### src/rtl/pe_accum_if.sv
// ---------------------------------------------------------------------------
// pe_accum_if
// Bundles the product-term input stream and the result output stream of
// pe_accum.
//
// Handshake semantics:
//   input side  - every cycle with ivalid=1 carries one term in idata; ilast
//                 marks the final term of a group and is ignored when
//                 ivalid=0. There is no backpressure toward the producer.
//   output side - odata/osat describe the head result whenever ovalid=1; a
//                 transfer happens on a rising clock edge where ovalid and
//                 iready are both 1. While ovalid=1 and iready=0 the head is
//                 held stable. oovf is a sticky drop flag.
//
// Modports:
//   master - the environment: drives the term stream and iready
//   slave  - pe_accum itself
// ---------------------------------------------------------------------------
interface pe_accum_if #(
   parameter int WORDSIZE = 16,
   parameter int ACCW     = 24
);
   logic [WORDSIZE-1:0] idata;
   logic                ivalid;
   logic                ilast;
   logic [ACCW-1:0]     odata;
   logic                ovalid;
   logic                iready;
   logic                osat;
   logic                oovf;

   modport master (
      output idata, ivalid, ilast, iready,
      input  odata, ovalid, osat, oovf
   );

   modport slave (
      input  idata, ivalid, ilast, iready,
      output odata, ovalid, osat, oovf
   );
endinterface

### src/rtl/pe_accum.sv
// ---------------------------------------------------------------------------
// pe_accum
// Accumulates signed product terms from an upstream PE into one saturating
// sum per group (one output neuron) and queues finished results in a
// 2-entry output buffer.
//
// Ports:
//   iclk       - clock, all state updates on the rising edge
//   irst_n     - asynchronous active-low reset
//   bus        - pe_accum_if.slave: idata/ivalid/ilast term stream in,
//                odata/ovalid/osat/oovf result stream out, iready in
//   odbg_state - accumulator FSM state (0 = IDLE, 1 = ACCUM)
//
// Parameters:
//   WORDSIZE   - width of the signed product term
//   ACCW       - width of the signed accumulator/result; must be at least
//                WORDSIZE+1 so the first term of a group can never overflow
// ---------------------------------------------------------------------------
module pe_accum #(
   parameter int WORDSIZE = 16,
   parameter int ACCW     = 24
) (
   input  logic          iclk,
   input  logic          irst_n,
   pe_accum_if.slave     bus,
   output logic          odbg_state
);

   typedef enum logic {
      S_IDLE  = 1'b0,
      S_ACCUM = 1'b1
   } state_t;

   localparam logic [ACCW-1:0] ACC_MAX = {1'b0, {(ACCW-1){1'b1}}};
   localparam logic [ACCW-1:0] ACC_MIN = {1'b1, {(ACCW-1){1'b0}}};

   // accumulator state
   state_t          state_q, state_d;
   logic [ACCW-1:0] acc_q, acc_d;
   logic            sat_q, sat_d;

   // saturating adder
   logic [ACCW-1:0] term;
   logic [ACCW:0]   sum_wide;
   logic            sum_ovf;
   logic [ACCW-1:0] sum_sat;

   // completed result handed to the output buffer
   logic            push;
   logic [ACCW-1:0] push_data;
   logic            push_sat;

   // output buffer: head entry drives the outputs, tail is the second slot
   logic [ACCW-1:0] head_data_q, head_data_d;
   logic            head_sat_q, head_sat_d;
   logic [ACCW-1:0] tail_data_q, tail_data_d;
   logic            tail_sat_q, tail_sat_d;
   logic            ovalid_q, ovalid_d;
   logic            full_q, full_d;
   logic            oovf_q, oovf_d;
   logic            pop;

   // ------------------------------------------------------------------------
   // Saturating add of the sign-extended term to the running sum. Overflow is
   // detected from one guard bit: the sum overflowed when the guard bit and
   // the result sign bit disagree, and the guard bit gives the direction.
   // ------------------------------------------------------------------------
   always_comb begin
      term     = {{(ACCW-WORDSIZE){bus.idata[WORDSIZE-1]}}, bus.idata};
      sum_wide = {acc_q[ACCW-1], acc_q} + {term[ACCW-1], term};
      sum_ovf  = sum_wide[ACCW] ^ sum_wide[ACCW-1];
      if (sum_ovf) begin
         sum_sat = sum_wide[ACCW] ? ACC_MIN : ACC_MAX;
      end else begin
         sum_sat = sum_wide[ACCW-1:0];
      end
   end

   // ------------------------------------------------------------------------
   // Accumulator FSM: next state and the push request for a finished group.
   // ------------------------------------------------------------------------
   always_comb begin
      state_d   = state_q;
      acc_d     = acc_q;
      sat_d     = sat_q;
      push      = 1'b0;
      push_data = '0;
      push_sat  = 1'b0;

      if (bus.ivalid) begin
         case (state_q)
            S_IDLE: begin
               if (bus.ilast) begin
                  // single-term group: the term itself is the result
                  push      = 1'b1;
                  push_data = term;
                  push_sat  = 1'b0;
               end else begin
                  state_d = S_ACCUM;
                  acc_d   = term;
                  sat_d   = 1'b0;
               end
            end
            S_ACCUM: begin
               if (bus.ilast) begin
                  push      = 1'b1;
                  push_data = sum_sat;
                  push_sat  = sat_q | sum_ovf;
                  state_d   = S_IDLE;
                  acc_d     = '0;
                  sat_d     = 1'b0;
               end else begin
                  // a clamped value is kept; later terms add to it
                  acc_d = sum_sat;
                  sat_d = sat_q | sum_ovf;
               end
            end
            default: begin
               state_d = S_IDLE;
               acc_d   = '0;
               sat_d   = 1'b0;
            end
         endcase
      end
   end

   // ------------------------------------------------------------------------
   // Output buffer. Occupancy is encoded by ovalid_q (head used) and full_q
   // (tail used). A push into a full buffer survives only if the head pops
   // in the same cycle; otherwise it is dropped and oovf latches.
   // ------------------------------------------------------------------------
   assign pop = ovalid_q & bus.iready;

   always_comb begin
      head_data_d = head_data_q;
      head_sat_d  = head_sat_q;
      tail_data_d = tail_data_q;
      tail_sat_d  = tail_sat_q;
      ovalid_d    = ovalid_q;
      full_d      = full_q;
      oovf_d      = oovf_q;

      if (!ovalid_q) begin
         // empty
         if (push) begin
            head_data_d = push_data;
            head_sat_d  = push_sat;
            ovalid_d    = 1'b1;
         end
      end else if (!full_q) begin
         // one entry
         if (push && pop) begin
            head_data_d = push_data;
            head_sat_d  = push_sat;
         end else if (push) begin
            tail_data_d = push_data;
            tail_sat_d  = push_sat;
            full_d      = 1'b1;
         end else if (pop) begin
            ovalid_d = 1'b0;
         end
      end else begin
         // two entries
         if (pop) begin
            head_data_d = tail_data_q;
            head_sat_d  = tail_sat_q;
            if (push) begin
               tail_data_d = push_data;
               tail_sat_d  = push_sat;
            end else begin
               full_d = 1'b0;
            end
         end else if (push) begin
            oovf_d = 1'b1;
         end
      end
   end

   // ------------------------------------------------------------------------
   // State registers
   // ------------------------------------------------------------------------
   always_ff @(posedge iclk or negedge irst_n) begin
      if (!irst_n) begin
         state_q     <= S_IDLE;
         acc_q       <= '0;
         sat_q       <= 1'b0;
         head_data_q <= '0;
         head_sat_q  <= 1'b0;
         tail_data_q <= '0;
         tail_sat_q  <= 1'b0;
         ovalid_q    <= 1'b0;
         full_q      <= 1'b0;
         oovf_q      <= 1'b0;
      end else begin
         state_q     <= state_d;
         acc_q       <= acc_d;
         sat_q       <= sat_d;
         head_data_q <= head_data_d;
         head_sat_q  <= head_sat_d;
         tail_data_q <= tail_data_d;
         tail_sat_q  <= tail_sat_d;
         ovalid_q    <= ovalid_d;
         full_q      <= full_d;
         oovf_q      <= oovf_d;
      end
   end

   assign bus.odata  = head_data_q;
   assign bus.osat   = head_sat_q;
   assign bus.ovalid = ovalid_q;
   assign bus.oovf   = oovf_q;
   assign odbg_state = (state_q == S_ACCUM);

endmodule

### src/flat_wrapper.sv
// flat-port wrapper written by rule: the top's interface ports become plain ports
module pe_accum_flat 
#(
   parameter int WORDSIZE = 16,
   parameter int ACCW     = 24
)
  (iclk, irst_n, odbg_state, bus_idata, bus_ivalid, bus_ilast, bus_iready, bus_odata, bus_ovalid, bus_osat, bus_oovf);
  pe_accum_if #(.WORDSIZE(WORDSIZE), .ACCW(ACCW)) bus_i ();
  input  logic iclk;
  input  logic irst_n;
  output logic odbg_state;
  input wire logic [$bits(bus_i.idata)-1:0] bus_idata;
  input wire logic [$bits(bus_i.ivalid)-1:0] bus_ivalid;
  input wire logic [$bits(bus_i.ilast)-1:0] bus_ilast;
  input wire logic [$bits(bus_i.iready)-1:0] bus_iready;
  output wire logic [$bits(bus_i.odata)-1:0] bus_odata;
  output wire logic [$bits(bus_i.ovalid)-1:0] bus_ovalid;
  output wire logic [$bits(bus_i.osat)-1:0] bus_osat;
  output wire logic [$bits(bus_i.oovf)-1:0] bus_oovf;
  assign bus_i.idata = bus_idata;
  assign bus_i.ivalid = bus_ivalid;
  assign bus_i.ilast = bus_ilast;
  assign bus_i.iready = bus_iready;
  assign bus_odata = bus_i.odata;
  assign bus_ovalid = bus_i.ovalid;
  assign bus_osat = bus_i.osat;
  assign bus_oovf = bus_i.oovf;
  pe_accum #(.WORDSIZE(WORDSIZE), .ACCW(ACCW)) u_core (.iclk(iclk), .irst_n(irst_n), .bus(bus_i), .odbg_state(odbg_state));
endmodule
### config.mk
export PLATFORM = sky130hd
export DESIGN_NAME = pe_accum_flat
export DESIGN_NICKNAME = d
export VERILOG_FILES = /design/src/rtl/pe_accum_if.sv /design/src/rtl/pe_accum.sv /design/src/flat_wrapper.sv
export SDC_FILE = /design/constraint.sdc
export NUM_CORES = 1
export LEC_CHECK = 0
export BUFFER_PORTS_ARGS = -buffer_cell sky130_fd_sc_hd__buf_2
export CAP_MARGIN = 15
export CORE_AREA = 2 2 99 101
export CTS_BUF_LIST = sky130_fd_sc_hd__clkbuf_2 sky130_fd_sc_hd__clkbuf_4 sky130_fd_sc_hd__clkbuf_8
export CTS_CLUSTER_DIAMETER = 60
export CTS_CLUSTER_SIZE = 40
export DETAILED_ROUTE_END_ITERATION = 6
export DIE_AREA = 0 0 101 103
export PLACE_DENSITY = 0.85
export SLEW_MARGIN = 10
export SYNTH_ARGS = -nofsm -noshare
export SYNTH_HDL_FRONTEND = slang
export SYNTH_SLANG_ARGS = --single-unit
### constraint.sdc
create_clock -name iclk -period 3.4 [get_ports iclk]
set_clock_uncertainty 0.2 [all_clocks]
set_input_delay 0.34 -clock iclk [delete_from_list [all_inputs] [get_ports iclk]]
set_output_delay 0.34 -clock iclk [all_outputs]
set_load 0.005 [all_outputs]
==> metrics.txt <==
highest-delay cell along the critical path a211oi_1; fraction of registers with async set/reset 100%; cell family with most CP delay compound AO/OA/AOI/OAI gates; Top Ports 49; fillers 793; P_leak 2.63 nW; clock root buffer clkbuf_8; largest net degree at the start of global routing 80; Final min period 3.27 ns; Row Count 36; VDD IR max 0.000303 V; count leader, synth dfrtp_1; Die Y 103 um; Critical Path Fanout Max 6; # diodes 0; dpl ws -0.0129 ns; initial antenna violation count 0; H-tree depth 3; max-cap violation count 0; Syn Nets 619; Initial Util 53.3%; worst slew pin tran 0.995 ns; Required @ worst endpoint 3.45 ns; first-pass GRT wire length 22300 um; fin. max-slew vios 0; TritonCTS Buffers 9; Util after Layout 60.4%; Synth Area in Simple Gates 16.8%; top cells by area, synth dfrtp_1, o21ai_0, ha_1, a21oi_1, nand2_1; gr usage total 27.2%; status finished with violations; main combinational cell family by area after synthesis compound AO/OA/AOI/OAI gates; initial drt markers 511; layout cells sized above 1 16.4%; adder-cell share of the synthesized area 6.56%; Fmax 305 MHz; DR WL/cell 18.5 um; library cells used by synthesis 62; Mapped Cells 573; CP Class flip-flop to flip-flop; part of the Yosys area used for sequential elements 39.2%; drt first pass iters 7; cell taking the most area after synthesis dfrtp_1; Final WS setup 0.126 ns; worst-path cell chain ha_1, o211ai_1, o211a_1, o211a_1, a211oi_1, nor2_1, mux2i_4, nand3_1, o221ai_1; multiplexer share of the synthesized area 0.447%; Clk Latency, worst-skew pair 0.35 ns; nature of the critical path startpoint flip-flop; WP buf/inv 0; clk buf depth 2; Tcrit/Tclk final 96.3%; YS warnings 0; Clk pin slew, worst setup/hold paths 0.08 ns; top cell type's share of synthesized area 39.2%; Port Buffer Count 48; cells on worst reg2reg path 9; Hold Path Class primary input to flip-flop; RSZ-0062 raised after global routing false; final hold vios 0; min-delay src bus_iready; DP Wirelength 10000 um; Layout area overhead 13.5%; drt drc 1; Avg Cell Area, Syn 8.79 um^2; Vias/cell 6.44; Worst path max stage delay 0.52 ns; Worst path most repeated cell o211a_1; Main synth FF type dfrtp_1; grt ovf 0; mapped cell area 5040 um^2; drt total wl 13800 um; Rel. slew slack 33.6%; Num Clock Sinks 79; Via Count 4786; antenna-violating nets left 0; die width 101 um; hold worst-path end u_core.full_q; critical path endpoint category flip-flop; Synth Area in Compound Gates 29.7%; die area 10400 um^2; Seq cells post-synth 79; Hold Crit Depth 2; # setup viols final 0; Reg2Reg Setup Slack 0.13 ns; Arr. time, crit path 3.33 ns; Reg2Reg Launch Point u_core.acc_q[5]; CORE AREA 9460 um^2; number of global-route vias before repair 4539; failing checks DRC; R2R Path End u_core.acc_q[0]; Pwr Density 930 nW/um^2; Post-synth EDFFs 0; CTS tree done; GPL Wtd Cong 0.908; xor/xnor cell area share of the yosys netlist 3.97%; Post-synth top cells dfrtp_1, nand2_1, o21ai_0; nets 670
## cells by family (layout without fill, tap and decap cells)
logic type / count (synthesis) / count (layout)
DFF: 79 / 79
adders and majority gates: 26 / 26
and+or+nand+nor: 174 / 174
buffers and inverters: 42 / 98
xor gates and xnor gates: 22 / 22
AOI/OAI and AO/OA: 229 / 229
muxes: 1 / 1
## metal layers
metal	part of all wire, %	up-vias	track usage (%)	routed length (um)
li1	-	2218	-	-
met1	44	2318	37.2	6070
met2	48	222	44.5	6570
met3	6.3	28	4.68	864
met4	1.9	0	8.84	265
met5	0	-	0	0
## state kept, by name, indices dropped and copies added, names as in the netlist
register and count:
u_core.bus.osat 1, u_core.bus.odata 24, u_core.bus.ovalid 1, u_core.bus.oovf 1
u_core.sat_q 1, u_core.tail_data_q 24, u_core.acc_q 24, u_core.odbg_state 1
u_core.full_q 1, u_core.tail_sat_q 1
## worst reg2reg max path: cells and delay by family, from the launching register on
| kind | cells | cell delay (ns) |
|---|---|---|
| flops | 1 | 0.39 |
| mux | 1 | 0.24 |
| fa+ha+maj | 1 | 0.38 |
| simple gates | 2 | 0.44 |
| compound gates | 5 | 1.54 |
## per-stage QoR
stage | hold WS (ns) | power (W) | instances | instance area (um^2) | TNS, ns
4_1_cts | 0.0401 | 0.00524 | 743 | 5690 | 0
3_5_place_dp | 0.254 | 0.00446 | 726 | 5470 | -0.0129
5_1_grt | 0.0582 | 0.00569 | 743 | 5720 | 0
6_report | 0.0499 | 0.00532 | 743 | 5720 | 0
3_3_place_gp | 0.246 | 0.00434 | 726 | 5470 | 0
2_1_floorplan | -0.156 | 0.00357 | 573 | 5040 | 0
## layout by cell type (no fill, tap or decap), drive strengths merged, types with 7 or more instances in the layout
cell / Yosys / layout
a22oi: 10 / 10
o21ai: 68 / 68
nand2: 74 / 74
a31oi: 7 / 7
inv: 12 / 12
o221ai: 10 / 10
a21o: 10 / 10
xnor2: 9 / 9
buf: 4 / 69
and3: 19 / 19
a211oi: 8 / 8
nor2: 32 / 32
clkbuf: 26 / 12
nand2b: 13 / 13
ha: 24 / 24
o22ai: 11 / 11
o211ai: 10 / 10
and2: 7 / 7
a21oi: 57 / 57
nand3: 9 / 9
dfrtp: 79 / 79
xor2: 13 / 13
## area by class of cell
type | instances | area [um^2] | area share (%)
multi-input cells | 452 | 2930 | 51.2
flip-flops and latches | 79 | 1980 | 34.6
repair buffers | 70 | 410 | 7.18
clock buffers | 12 | 146 | 2.56
well taps | 114 | 143 | 2.49
clock inverters | 4 | 70.1 | 1.23
inverters | 12 | 45.0 | 0.788
## how the worst max path moves through the flow
| stage | slack, ns | to | startpoint | cells past startpoint |
|---|---|---|---|---|
| after floorplan | 0.21 | u_core.bus.odata[17] | u_core.acc_q[0] | 11 |
| after CTS | 0.01 | u_core.bus.odata[17] | u_core.acc_q[0] | 10 |
| final | 0.13 | u_core.acc_q[0] | u_core.acc_q[5] | 9 |
| after global placement | 0.14 | u_core.bus.odata[17] | bus_idata[0] | 11 |
| after detailed placement | -0.01 | u_core.bus.odata[17] | bus_idata[0] | 11 |
| after global routing | 0.005 | u_core.bus.odata[15] | u_core.acc_q[8] | 10 |
## power by group
| part | switching, W | internal (W) |
|---|---|---|
| logic | 0.00174 | 0.00118 |
| clock network | 0.000336 | 0.000436 |
| registers | 0.000270 | 0.00136 |
| total | 0.00235 | 0.00297 |
## timing repair
item,CTS,global route
endpoints found under the hold margin,79,0
gates resized for setup,0,5
setup endpoints to repair,0,55
hold buffers,1,0
buffers inserted,0,0
Power figures use the tool's default switching activity.
